===== src/rtl/digit_scan_decoder_if.sv =====
//------------------------------------------------------------------------------
// digit_scan_decoder_if : control inputs and display outputs of digit_scan_decoder
// Revision: 1.0
//------------------------------------------------------------------------------
`default_nettype none

interface digit_scan_decoder_if #(
  parameter int SEL_W = 3
);
  logic                  enable;
  logic                  mode;
  logic [SEL_W-1:0]      S;
  logic [2**SEL_W-1:0]   Y;
  logic [SEL_W-1:0]      idx;
  logic                  advance;
  logic                  frame;
  logic                  blank;

  modport master (
    output enable, mode, S,
    input  Y, idx, advance, frame, blank
  );

  modport slave (
    input  enable, mode, S,
    output Y, idx, advance, frame, blank
  );
endinterface

`default_nettype wire


===== src/rtl/digit_scan_decoder.sv =====
//------------------------------------------------------------------------------
// digit_scan_decoder : registered one-hot decoder with direct and scanned modes
// Revision: 1.0
//------------------------------------------------------------------------------
`default_nettype none

module digit_scan_decoder #(
  parameter int SEL_W        = 3,
  parameter int N_ACTIVE     = 8,
  parameter int SCAN_DIV     = 1000,
  parameter int BLANK_CYCLES = 0,
  parameter int ACTIVE_LOW   = 0
) (
  input  logic                  clk,
  input  logic                  reset,
  digit_scan_decoder_if.slave   bus
);

  localparam int Y_W  = 2**SEL_W;
  localparam int DW_W = $clog2(SCAN_DIV);

  localparam logic [Y_W-1:0]   c_y_off      = (ACTIVE_LOW != 0) ? {Y_W{1'b1}} : {Y_W{1'b0}};
  localparam logic [SEL_W-1:0] c_idx_last   = SEL_W'(N_ACTIVE - 1);
  localparam logic [DW_W-1:0]  c_dwell_last = DW_W'(SCAN_DIV - 1);

  function automatic logic [Y_W-1:0] decode(input logic [SEL_W-1:0] s);
    logic [Y_W-1:0] oh;
    oh    = '0;
    oh[s] = 1'b1;
    return (ACTIVE_LOW != 0) ? ~oh : oh;
  endfunction

  logic [Y_W-1:0]   r_y;
  logic [SEL_W-1:0] r_idx;
  logic [DW_W-1:0]  r_dwell;
  logic             r_mode;
  logic             r_advance;
  logic             r_frame;
  logic             r_blank;

  logic             w_step;
  logic             w_wrap;
  logic [DW_W-1:0]  w_next_dwell;
  logic [SEL_W-1:0] w_next_idx;
  logic             w_next_blank;
  logic             w_sel_ok;

  always_comb begin
    w_step       = (r_dwell == c_dwell_last);
    w_wrap       = w_step && (r_idx == c_idx_last);
    w_next_dwell = w_step ? '0 : r_dwell + 1'b1;
    w_next_idx   = w_wrap ? '0 : (w_step ? r_idx + 1'b1 : r_idx);
    w_next_blank = int'(w_next_dwell) < BLANK_CYCLES;
    w_sel_ok     = int'(bus.S) < N_ACTIVE;
  end

  // r_idx doubles as the scan index; every entry into scan mode restarts it at 0
  always_ff @(posedge clk) begin
    if (reset) begin
      r_y       <= c_y_off;
      r_idx     <= '0;
      r_dwell   <= '0;
      r_mode    <= 1'b0;
      r_advance <= 1'b0;
      r_frame   <= 1'b0;
      r_blank   <= 1'b0;
    end else begin
      r_mode <= bus.mode;
      if (!bus.mode) begin
        r_idx     <= bus.S;
        r_y       <= (bus.enable && w_sel_ok) ? decode(bus.S) : c_y_off;
        r_dwell   <= '0;
        r_advance <= 1'b0;
        r_frame   <= 1'b0;
        r_blank   <= 1'b0;
      end else if (!r_mode) begin
        r_idx     <= '0;
        r_dwell   <= '0;
        r_advance <= 1'b0;
        r_frame   <= 1'b0;
        r_blank   <= bus.enable && (BLANK_CYCLES > 0);
        r_y       <= (bus.enable && (BLANK_CYCLES == 0)) ? decode('0) : c_y_off;
      end else if (!bus.enable) begin
        r_y       <= c_y_off;
        r_advance <= 1'b0;
        r_frame   <= 1'b0;
        r_blank   <= 1'b0;
      end else begin
        r_dwell   <= w_next_dwell;
        r_idx     <= w_next_idx;
        r_advance <= w_step;
        r_frame   <= w_wrap;
        r_blank   <= w_next_blank;
        r_y       <= w_next_blank ? c_y_off : decode(w_next_idx);
      end
    end
  end

  assign bus.Y       = r_y;
  assign bus.idx     = r_idx;
  assign bus.advance = r_advance;
  assign bus.frame   = r_frame;
  assign bus.blank   = r_blank;

endmodule

`default_nettype wire


===== src/flat_wrapper.sv =====
// flat-port wrapper written by rule: the top's interface ports become plain ports
module digit_scan_decoder_flat 
#(
  parameter int SEL_W        = 3,
  parameter int N_ACTIVE     = 8,
  parameter int SCAN_DIV     = 1000,
  parameter int BLANK_CYCLES = 0,
  parameter int ACTIVE_LOW   = 0
)
  (clk, reset, bus_enable, bus_mode, bus_S, bus_Y, bus_idx, bus_advance, bus_frame, bus_blank);
  digit_scan_decoder_if #(.SEL_W(SEL_W)) bus_i ();
  input  logic clk;
  input  logic reset;
  input wire logic [$bits(bus_i.enable)-1:0] bus_enable;
  input wire logic [$bits(bus_i.mode)-1:0] bus_mode;
  input wire logic [$bits(bus_i.S)-1:0] bus_S;
  output wire logic [$bits(bus_i.Y)-1:0] bus_Y;
  output wire logic [$bits(bus_i.idx)-1:0] bus_idx;
  output wire logic [$bits(bus_i.advance)-1:0] bus_advance;
  output wire logic [$bits(bus_i.frame)-1:0] bus_frame;
  output wire logic [$bits(bus_i.blank)-1:0] bus_blank;
  assign bus_i.enable = bus_enable;
  assign bus_i.mode = bus_mode;
  assign bus_i.S = bus_S;
  assign bus_Y = bus_i.Y;
  assign bus_idx = bus_i.idx;
  assign bus_advance = bus_i.advance;
  assign bus_frame = bus_i.frame;
  assign bus_blank = bus_i.blank;
  digit_scan_decoder #(.SEL_W(SEL_W), .N_ACTIVE(N_ACTIVE), .SCAN_DIV(SCAN_DIV), .BLANK_CYCLES(BLANK_CYCLES), .ACTIVE_LOW(ACTIVE_LOW)) u_core (.clk(clk), .reset(reset), .bus(bus_i));
endmodule

===== config.mk =====
export PLATFORM = sky130hd
export DESIGN_NAME = digit_scan_decoder_flat
export DESIGN_NICKNAME = d
export VERILOG_FILES = /design/src/rtl/digit_scan_decoder_if.sv /design/src/rtl/digit_scan_decoder.sv /design/src/flat_wrapper.sv
export SDC_FILE = /design/constraint.sdc
export NUM_CORES = 1
export LEC_CHECK = 0
export ABC_AREA = 1
export CAP_MARGIN = 20
export CORE_UTILIZATION = 46
export DETAILED_ROUTE_END_ITERATION = 12
export PLACE_DENSITY = 0.74
export SLEW_MARGIN = 25
export SYNTH_ARGS = -nofsm -noshare
export SYNTH_HDL_FRONTEND = slang
export SYNTH_SLANG_ARGS = --single-unit

===== constraint.sdc =====
create_clock -name clk -period 1.49 [get_ports clk]
set_input_delay 0.298 -clock clk [delete_from_list [all_inputs] [get_ports clk]]
set_output_delay 0.298 -clock clk [all_outputs]
set_load 0.02 [all_outputs]

==> results of run 1 <==
-- logic make-up (layout without fill, tap and decap cells) --
| group | after synthesis | in the layout |
|---|---|---|
| other cells | 1 | 1 |
| buf+inv | 29 | 68 |
| xor+xnor | 3 | 3 |
| simple gates | 92 | 92 |
| flops | 24 | 24 |
| compound gates | 21 | 21 |
| fa+ha+maj | 3 | 3 |
-- layout make-up --
class	count	area (um2)	area share, %
multi-input combinational	120	717	41.8
timing repair buffer	37	315	18.4
tap	30	37.5	2.19
sequential	24	485	28.3
clock buffer	3	22.5	1.31
inverter	27	106	6.20
clock inverter	1	30.0	1.75
-- where the power goes --
part           switching [mW]  total (mW)  internal (mW)
sequential            0.00715       0.660          0.653
clock                   0.209       0.482          0.272
combinational          0.0946       0.163         0.0688
-- synthesized netlist by cell type, drive strengths merged --
cell     number
nand3        12
or2           2
and3          1
a21oi        10
nor3b         1
o21ai         5
nor2         29
ha            3
buf           1
o2111ai       1
xnor2         1
a31oi         3
nand2        43
xor2          2
conb          1
dfxtp        24
o21a          2
nor3          4
clkbuf        1
inv          26
clkinv        1
-- layer usage --
layer / up-vias / track usage, % / part of all wire, %
li1: 615 / - / -
met1: 553 / 23.1 / 44
met2: 18 / 37.2 / 51
met3: 5 / 2.54 / 3.0
met4: 0 / 9.21 / 1.7
met5: - / 0 / 0
-- sequential cells by signal (all words and copies together), names as in the netlist --
name and count:
u_core.bus.advance 1, u_core.bus.idx 3, u_core.r_mode 1, u_core.bus.frame 1, u_core.bus.Y 8, u_core.r_dwell 10
-- worst min-delay path, stage by stage --
cell	delay [ns]
dlymetal6s2s_1	0.18
a21oi_1	0.16
nor3_1	0.06
-- worst max path at each step --
stage | slack, ns | to | depth (start not counted)
global placement | -0.18 | u_core.r_dwell[9] | 8
detailed placement | -0.23 | u_core.r_dwell[9] | 8
global route | -0.16 | u_core.bus.Y[6] | 11
CTS | -0.005 | u_core.bus.Y[7] | 11
floorplan | 0.04 | u_core.bus.Y[5] | 10
finish | -0.04 | u_core.bus.Y[7] | 11
-- repair_timing --
action,4_1_cts,5_1_grt
buffers inserted,2,1
pin swaps,3,10
gates resized for setup,22,16
hold endpoints to repair,0,0
endpoints found under the setup margin,22,12
==> impl_metrics.py, run 1 <==
metrics = {
    "synthesis": {
        "yosysWarnings": 0,
        "synth_adder_area_share_pct": 3.05,
        "synth_xor_area_share_pct": 2.14,
        "synth_compound_area_share_pct": 11.1,
        "synth_top_family_by_area": "simple AND/OR/NAND/NOR gates",
        "ys_ff_latch": 24,
        "ys_types": 27,
        "yosysSeqAreaShare_pct": 39.1,
        "synth_nets": 183,
        "synth_area_um2": 1230,
        "synth_top_area_share_pct": 39.1,
        "yosys.area_share.simple_pct": 35.0,
        "yosys.area.top_type": "dfxtp_1",
        "synth.avg_cell_area_um2": 7.10,
        "synth.area.mux_share_pct": 0,
        "syn_inst": 173,
        "ys_top_cells_by_area": "dfxtp_1, nand2_1, inv_1",
    },
    "timing": {
        "hold_ws_ns": 0.397,
        "maxSlewViolCount": 0,
        "fin_skew_ns": 0.00485,
        "worst_slack_ns": -0.0414,
        "final-setup-viol-count": 5,
        "rsz0062_at_grt": "yes",
        "min_period_ns": 1.53,
        "fmax_mhz": 653,
        "hold_viol": 0,
        "finalCritPeriodShare_pct": 103,
        "tns_ns": -0.116,
    },
    "worst_setup_path": {
        "slowest_delay_ns": 0.38,
        "crit_chain": "ha_4 -> nand2_4 -> nor2_4 -> nand3_2 -> nand2_2 -> nand2_4 -> clkinv_4 -> nand2_4 -> nor2_4 -> nand2_1 -> a21oi_2",
        "worstSetupStartpointType": "flip-flop",
        "cpMaxStageDelayCell": "dfxtp_2",
        "cp_common_cell": "nand2_4",
        "rr_worst_depth": 11,
        "crit_path_end_kind": "flip-flop",
        "regToRegEndpoint": "u_core.bus.Y[7]",
        "rrSetupSlack_ns": -0.04,
        "crit_start": "u_core.r_dwell[1]",
        "critPathKind": "reg2reg",
        "critical_path_buf_inv_count": 1,
        "critPathRequiredTime_ns": 1.77,
        "r2r-start": "u_core.r_dwell[1]",
        "crit_path_max_fanout": 5,
        "cp_top_family": "simple AND/OR/NAND/NOR gates",
        "critical_path_arrival_ns": 1.81,
    },
    "final_layout": {
        "drive_above_1_share_pct": 29.2,
        "fin_util_pct": 68.6,
        "final_cell_area_um2": 1710,
        "final_cells": 242,
        "antenna_cells": 0,
        "syn2layout_area_growth_pct": 39.5,
        "final_common_cell": "nand2_1",
        "final_nets": 223,
        "final_cell_mix": "nand2_1, inv_1, nor2_1",
        "fillers": 231,
    },
    "power": {
        "peakVddDrop_mv": 0.556,
        "p_per_area_nw_per_um2": 761,
        "finalPower_mw": 1.30,
        "leakagePower_nw": 0.790,
    },
    "global_route": {
        "grt_antenna_before_repair": 0,
        "grt_use_total_pct": 20.4,
        "grt_overflow_total": 0,
        "grt_pass1_vias": 1080,
        "grt_max_degree": 15,
        "grt_pass1_wl_um": 4230,
    },
    "clock_tree": {
        "cts-root-buf": "clkbuf_4",
        "clk_latency_ns": 0.33,
        "cts_hold_buf": 0,
        "clk_pin_slew_ns": 0.14,
        "cts_buffers": 3,
        "cts_tree": "done",
        "htreeDepth": 1,
        "clockBufferDepth": 2,
        "cts.sinks": 24,
    },
    "floorplan": {
        "ioPinCount": 21,
        "rows": 18,
        "initial_core_util_pct": 49.1,
        "core_area_um2": 2500,
        "die_h_um": 53.7,
        "dieArea_um2": 2880,
        "die_width_um": 53.7,
    },
    "job": {
        "maxCapViolCount": 0,
    },
    "routing": {
        "vias_per_cell": 4.92,
        "routedWlPerCell_um": 11.5,
        "wl_um": 2780,
        "vias": 1191,
        "drc": 0,
        "dr.pass1.iters": 4,
        "antenna_left": 0,
        "drt-initial-drc-count": 26,
    },
    "run_status": {
        "status": "complete, but fails checks",
        "violations": "negative setup slack",
    },
    "placed_design": {
        "dpl.hpwl_um": 2150,
        "io_buffer_count": 19,
        "pre_cts_slack_ns": -0.232,
        "place_congestion": 0.816,
        "postPlaceCellArea_um2": 1570,
        "placedCellCount": 236,
    },
    "worst_hold_path": {
        "hold_class": "in2reg",
        "hold_depth": 3,
        "min_to": "u_core.r_dwell[2]",
        "min_from": "bus_enable",
    },
}
No activity file was read; power rests on OpenSTA's default activity.
==> run 2, diff against run 1 <==
- MAX_ROUTING_LAYER: default -> met4
==> run 2 against run 1 <==
  * Die area stayed put
  * Utilization is 0.30 points higher
  * Count of clock-buffer cells in the layout is the same
  * Sequential cell count unchanged
  * Clock power increased by 0.8%
  * Worst setup slack better by 0.031 ns
  * First-iteration DRC count down 31%
  * The run still ends with negative setup slack left
==> impl_metrics.py, run 2 (same netlist as run 1, synthesis figures left out) <==
metrics = {
    "run_status": {
        "status": "complete, but fails checks",
        "violations": "negative setup slack",
    },
    "global_route": {
        "met3_usage_pct": 2.54,
        "use_met1_pct": 24.1,
        "grt_antenna_before_repair": 0,
        "grt_use_total_pct": 23.7,
        "grt_max_degree": 15,
        "grt_pass1_wl_um": 4810,
        "grt_pass1_vias": 1220,
        "grt_overflow_total": 0,
        "use_met2_pct": 46.3,
        "top_usage_layer": "met2",
    },
    "floorplan": {
        "die_h_um": 53.7,
        "dieArea_um2": 2880,
        "core_area_um2": 2500,
        "die_width_um": 53.7,
        "initial_core_util_pct": 49.1,
        "rows": 18,
        "ioPinCount": 21,
    },
    "placed_design": {
        "place_congestion": 0.830,
        "pre_cts_slack_ns": -0.221,
        "dpl.hpwl_um": 2200,
        "io_buffer_count": 19,
    },
    "timing": {
        "worst_slack_ns": -0.0104,
        "fmax_mhz": 666,
        "final-setup-viol-count": 3,
        "hold_viol": 0,
        "maxSlewViolCount": 0,
        "rsz0062_at_grt": "yes",
        "fin_skew_ns": 0.00220,
        "tns_ns": -0.0253,
        "finalCritPeriodShare_pct": 101,
        "min_period_ns": 1.50,
    },
    "final_layout": {
        "drive_above_1_share_pct": 29.3,
        "top_register": "u_core.r_dwell",
        "final_cell_mix": "nand2_1, inv_1, nor2_1",
        "multi_input_comb_area_um2": 702,
        "regArea_um2": 485,
        "largest_register_ffs": 10,
        "final_nets": 226,
        "final_common_cell": "nand2_1",
        "fin_util_pct": 68.9,
        "fillers": 232,
        "syn2layout_area_growth_pct": 40.1,
        "antenna_cells": 0,
    },
    "worst_setup_path": {
        "worstSetupStartpointType": "flip-flop",
        "crit_path_max_fanout": 4,
        "cpMaxStageDelayCell": "dfxtp_2",
        "crit_chain": "ha_4 -> nand2_4 -> nor2_4 -> buf_6 -> nand3_2 -> nand2_4 -> buf_4 -> nand3_1 -> nand2_1 -> nand2_1 -> a21oi_1",
        "critPathKind": "reg2reg",
        "critPathRequiredTime_ns": 1.76,
        "crit_path_end_kind": "flip-flop",
        "slowest_delay_ns": 0.38,
        "critical_path_arrival_ns": 1.77,
    },
    "clock_tree": {
        "htreeDepth": 1,
        "cts_buffers": 3,
        "cts.sinks": 24,
        "clockBufferDepth": 2,
        "cts_tree": "done",
        "clk_latency_ns": 0.33,
        "clk_pin_slew_ns": 0.14,
        "cts-root-buf": "clkbuf_4",
        "cts_hold_buf": 0,
    },
    "routing": {
        "wl_um": 3000,
        "drt-initial-drc-count": 18,
        "dr.pass1.iters": 4,
        "vias_per_cell": 5.05,
        "drc": 0,
        "vias": 1238,
        "antenna_left": 0,
        "routedWlPerCell_um": 12.2,
    },
    "power": {
        "p_per_area_nw_per_um2": 759,
        "peakVddDrop_mv": 0.531,
        "leakagePower_nw": 0.789,
    },
    "job": {
        "maxCapViolCount": 0,
    },
    "worst_hold_path": {
        "hold_class": "in2reg",
    },
}
## run 2: cell count changes in the layout (fill, tap and decap cells not counted), sizes merged
cell | before | now
buf | 18 | 21
## run 2: layout make-up
type                       instances  share of cell area (%)
clock inverter                     1                    1.74
timing repair buffer              40                    19.6
multi-input combinational        120                    40.8
sequential                        24                    28.2
tap                               30                    2.18
clock buffer                       3                    1.31
inverter                          27                    6.18
## run 2: final timing paths
path,start,to,slack [ns],cells past startpoint
hold reg to reg,u_core.r_dwell[7],u_core.r_dwell[7],0.52,1
setup reg to reg,u_core.r_dwell[1],u_core.bus.Y[0],-0.01,11
setup / recovery,u_core.r_dwell[1],u_core.bus.Y[0],-0.01,11
hold / removal,bus_enable,u_core.r_dwell[2],0.42,3
## run 2: through the flow
step | instance area [um2] | total power [mW] | std cells | hold slack (ns)
3_3_place_gp | 1570 | 0.823 | 236 | 0.470
5_1_grt | 1720 | 1.35 | 245 | 0.461
6_report | 1720 | 1.31 | 245 | 0.424
2_1_floorplan | 1230 | 0.753 | 173 | 0.452
4_1_cts | 1700 | 1.31 | 245 | 0.524
3_5_place_dp | 1570 | 0.827 | 236 | 0.492
## run 2: power breakdown
group / internal [mW] / switching, mW / total [mW]
registers: 0.653 / 0.00655 / 0.659
logic: 0.0692 / 0.0932 / 0.162
clock network: 0.272 / 0.213 / 0.486
total: 0.994 / 0.313 / 1.31
## run 2: repair_timing
| item | in CTS | in global routing |
|---|---|---|
| setup endpoints to repair | 22 | 13 |
| hold endpoints to repair | 0 | 0 |
| setup buffers | 5 | 0 |
| resized for setup | 27 | 7 |
| pin swaps | 9 | 3 |
## run 2: critical path, delay by kind of cell, from the launching register on
kind	cells	cell delay, ns
simple gates	7	0.58
flops	1	0.38
buf+inv	2	0.22
fa+ha+maj	1	0.16
compound gates	1	0.10
## run 2: per-layer routing
layer / share of wire [%] / wire length [um]
met5: 0 / 0
met3: 4.7 / 141
met4: 1.3 / 39
met1: 40 / 1210
met2: 54 / 1610
==> patch 1: new RTL, config.mk and constraints of run 2 <==
`N_ACTIVE` is set to 8 in 2 places; all go to 4.
--- a/src/rtl/digit_scan_decoder.sv
+++ b/src/rtl/digit_scan_decoder.sv
@@ -6,7 +6,7 @@
 
 module digit_scan_decoder #(
   parameter int SEL_W        = 3,
-  parameter int N_ACTIVE     = 8,
+  parameter int N_ACTIVE     = 4,
   parameter int SCAN_DIV     = 1000,
   parameter int BLANK_CYCLES = 0,
   parameter int ACTIVE_LOW   = 0
--- a/src/flat_wrapper.sv
+++ b/src/flat_wrapper.sv
@@ -2,7 +2,7 @@
 module digit_scan_decoder_flat 
 #(
   parameter int SEL_W        = 3,
-  parameter int N_ACTIVE     = 8,
+  parameter int N_ACTIVE     = 4,
   parameter int SCAN_DIV     = 1000,
   parameter int BLANK_CYCLES = 0,
   parameter int ACTIVE_LOW   = 0
Check against the original RTL: not equivalent (Yosys sat finds a counterexample within 4 cycles, from zero or initial values and one cycle with reset high).
==> patch 1 against run 2 <==
The run still ends with setup timing left; worst setup slack improved by 0.0058 ns; sequential share of layout area grew 1.1 points; wire length up 0.67%; power decreased by 15%; non-clock buffer count shrank 1; sequential cell count unchanged; synthesized area fell by 5.6%; design area down 2.3%; largest power group unchanged; highest routed layer unchanged.
==> patch 1: results (changes against run 2) <==
----------------------------------------------------
[Status]
  Violated checks ... setup timing
  Status ... finished with violations

[GRT]
  Number of global-route vias before repair ... 1043 (-15%)
  Total routing usage reported by global routing ... 0.2366 (-0.0005963)

[Yosys]
  Unique cell type count in the Yosys netlist ... 26 (-3.7%)
  Number of nets in the synthesized netlist ... 167 (-8.7%)
  Syn Area/Cell ... 7.388 um2 (+4.0%)
  Share of the yosys chip area belonging to registers ... 0.4142 (+0.02320)

[STA]
  Total negative slack for setup checks ... -0.004646 ns (+0.02066 ns)
  Final setup slack of the worst path ... -0.004646 ns (+0.005776 ns)
  Number of failing setup endpoints in the final timing report ... 1 (-2)

[Route]
  1st-iter DRT viols ... 15 (-3)
  Total vias in the final route ... 1151 (-7.0%)

[Placed design]
  Total placed instance area ... 1509 um2 (-3.8%)
  Final HPWL DP ... 2026 um (-7.8%)
  Number of instances in the placed design ... 217 (-8.1%)
  Final GP Congestion ... 0.8809 (+6.1%)
  Post-placement setup slack ... -0.2388 ns (-0.01815 ns)

[Worst setup path]
  Worst setup path startpoint ... u_core.r_dwell[0]$_SDFFE_PP0P_
  Reg2Reg Depth ... 10 (-1)

[Pwr]
  Worst supply voltage drop on vdd ... 0.6322 mV (+19%)
  Leakage ... 0.7235 nW (-8.2%)

[CTS]
  Clock-pin transition on the worst setup and hold timing paths ... 0.12 ns (-0.02 ns)

[Final layout]
  Fraction of layout instances using a drive strength above 1 ... 0.3434 (+0.05041)
  Nets ... 209 (-7.5%)

----------------------------------------------------
## patch 1: where the power goes
group | internal [W] | switching [W]
clock | 0.000104 | 0.000186
combinational | 0.0000690 | 0.0000912
sequential | 0.000650 | 0.00000760
## patch 1: routing by layer
metal | track usage | routed length (um) | vias to the layer above
li1 | - | - | 587
met3 | 0.03478 | 100 | 6
met5 | - | 0 | -
met2 | 0.4060 | 1549 | 22
met4 | 0.07895 | 53 | 0
met1 | 0.2834 | 1313 | 536
## patch 1: worst min-delay path by stage
stage                                         from                             end  slack, ns  cells after the start
finish                                  bus_enable  u_core.r_dwell[0]$_SDFFE_PP0P_       0.38                      3
global route                            bus_enable  u_core.r_dwell[0]$_SDFFE_PP0P_       0.38                      3
CTS                 u_core.r_dwell[6]$_SDFFE_PP0P_  u_core.r_dwell[6]$_SDFFE_PP0P_       0.53                      2
detailed placement  u_core.r_dwell[6]$_SDFFE_PP0P_  u_core.r_dwell[6]$_SDFFE_PP0P_       0.51                      2
global placement    u_core.r_dwell[6]$_SDFFE_PP0P_  u_core.r_dwell[6]$_SDFFE_PP0P_       0.51                      2
floorplan                                    reset      u_core.bus.Y[0]$_SDFF_PP0_       0.37                      1
## patch 1: per-stage QoR
stage / hold WS (ns) / util
4_1_cts: 0.5294 / 0.7004
2_1_floorplan: 0.3671 / -
6_report: 0.3765 / 0.7320
5_1_grt: 0.3842 / 0.7320
3_5_place_dp: 0.5086 / 0.6569
3_3_place_gp: 0.5072 / 0.6569
## patch 1: logic make-up (layout without fill, tap and decap cells)
group / after synthesis / in the layout / synth area share
simple gates: 90 / 90 / 0.3916
buf+inv: 24 / 65 / 0.08414
compound gates: 13 / 13 / 0.05933
other cells: 1 / 1 / 0.003233
fa+ha+maj: 3 / 3 / 0.03237
xor+xnor: 2 / 2 / 0.01511
flops: 24 / 24 / 0.4142
## patch 1: what timing repair did
item | 4_1_cts | 5_1_grt
pin swaps | 9 | 13
resized for setup | 26 | 19
setup buffers | 4 | 2
endpoints found under the setup margin | 23 | 18
## patch 1: area by class of cell
type                            count  area, um2
Multi-Input combinational cell    109      711.9
Sequential cell                    24      493.0
Clock buffer                        4      26.28
Inverter                           22      85.08
Fill cell                         175      615.6
Tap cell                           28      35.03
Timing Repair Buffer               39      330.3
## patch 1: critical path, stage by stage (launching register included)
cell                      delay [ns]
sky130_fd_sc_hd__dfxtp_2        0.38
sky130_fd_sc_hd__ha_4           0.16
sky130_fd_sc_hd__nand2_4        0.06
sky130_fd_sc_hd__nor2_4         0.16
sky130_fd_sc_hd__buf_6          0.13
sky130_fd_sc_hd__nand3_2        0.10
sky130_fd_sc_hd__nand2_4        0.10
sky130_fd_sc_hd__nand3_1        0.07
sky130_fd_sc_hd__nand2_1        0.06
sky130_fd_sc_hd__nand2_1        0.08
sky130_fd_sc_hd__a21oi_2        0.14
==> patch 2: new RTL, flow settings as in run 2 <==
Without the edit above. Reset style: asynchronous (`reset`), changed in one clocked block.
--- a/src/rtl/digit_scan_decoder.sv
+++ b/src/rtl/digit_scan_decoder.sv
@@ -55,7 +55,7 @@
   end
 
   // r_idx doubles as the scan index; every entry into scan mode restarts it at 0
-  always_ff @(posedge clk) begin
+  always_ff @(posedge clk or posedge reset) begin
     if (reset) begin
       r_y       <= c_y_off;
       r_idx     <= '0;
Check against the original RTL: differs if reset is asserted again (counterexample within 4 cycles, from zero or initial values and one cycle with reset high); with reset held inactive, the same outputs for 10 cycles.
==> patch 2 against run 2 <==
The run still ends with setup timing left; die area increased by 11%; count of clock-buffer cells in the layout unchanged; sequential cell count unchanged; worst setup slack lost 0.021 ns; global-route usage fell by 1.5 points; synthesized cell count is 4.6% higher; synthesized area up 11%; design area up 13%; critical path depth shrank 1; sequential share of layout area increased by 3.0 points; wire length rose by 10%; highest routed layer unchanged.
Power is not compared: it rests on default switching activity, and its combinational part moved more than twofold at a synthesized area within 25%.
==> patch 2: results (changes against run 2) <==
----------------------------------------------------
[Status]
  Status ... finished with violations
  Violated checks ... setup timing

[Placed design]
  Final GP Congestion ... 0.9561 (+15%)
  Post-placement setup slack ... -0.2350 ns (-0.01429 ns)
  Total placed instance area ... 1752 um2 (+12%)
  Number of instances in the placed design ... 249 (+5.5%)

[Yosys]
  Syn Area/Cell ... 7.542 um2 (+6.2%)
  Post-synthesis share of cell area spent on full adders, half adders and majority gates ... 0.02750 (-0.003052)
  Number of nets in the synthesized netlist ... 191 (+4.4%)
  Most numerous cell types in the synthesized netlist ... 43 x sky130_fd_sc_hd__nand2_1, 26 x sky130_fd_sc_hd__inv_1, 25 x sky130_fd_sc_hd__nor2_1
  Unique cell type count in the Yosys netlist ... 24 (-11%)

[Worst setup path]
  Signal arrival time at the worst endpoint ... 1.75 ns (-0.02 ns)
  Max Fanout on Critical Path ... 3 (-1)
  R2r endpoint ... u_core.bus.Y[0]$_DFF_PP0_
  Worst path slowest cell ... sky130_fd_sc_hd__dfrtp_2
  Highest cell delay on the worst timing path ... 0.45 ns (+0.07 ns)

[Route]
  DR WL/cell ... 12.92 um (+5.6%)
  1st-iter DRT viols ... 50 (+32)
  Average vias per placed instance ... 5.293 (+4.7%)

[GRT]
  First-pass GRT wire length ... 5430 um (+13%)
  Number of global-route vias before repair ... 1341 (+9.9%)

[Final layout]
  Fraction of layout instances using a drive strength above 1 ... 0.3422 (+0.04920)

[STA]
  Final setup slack of the worst path ... -0.03146 ns (-0.02103 ns)
  Number of failing setup endpoints in the final timing report ... 1 (-2)

[Worst hold path]
  Class of the worst hold path ... in -> async

----------------------------------------------------
[patch 2: cell types whose count changed after synthesis, sizes merged, moves of 2 or more]
| cell | delta |
|---|---|
| a21oi | +3 |
| dfrtp | +24 |
| dfxtp | -24 |
| inv | +4 |
| nand2 | +6 |
| nand4 | +3 |
| nor2 | +2 |
| o21a | -2 |
| o221ai | +2 |
| or2 | -2 |
| xor2 | -2 |
[patch 2: cell type report]
cell class,instances,area [um2]
fillers,236,842.1
well taps,31,38.79
multi-input cells,126,783.3
repair buffers,41,344.1
clock inverters,1,30.03
inverters,30,115.1
flip-flops and latches,24,605.6
clock buffers,3,22.52
[patch 2: repair_timing]
item                       CTS  global route
hold buffers                 0             0
setup endpoints to repair   27            20
gates resized for setup     32            24
setup buffers                2             1
pin swaps                   11             4
[patch 2: routing by layer]
metal	up-vias	track usage	part of all wire
li1	662	-	-
met1	639	0.2552	0.40
met2	44	0.3899	0.53
met3	10	0.02535	0.048
met4	0	0.09408	0.025
met5	-	-	0
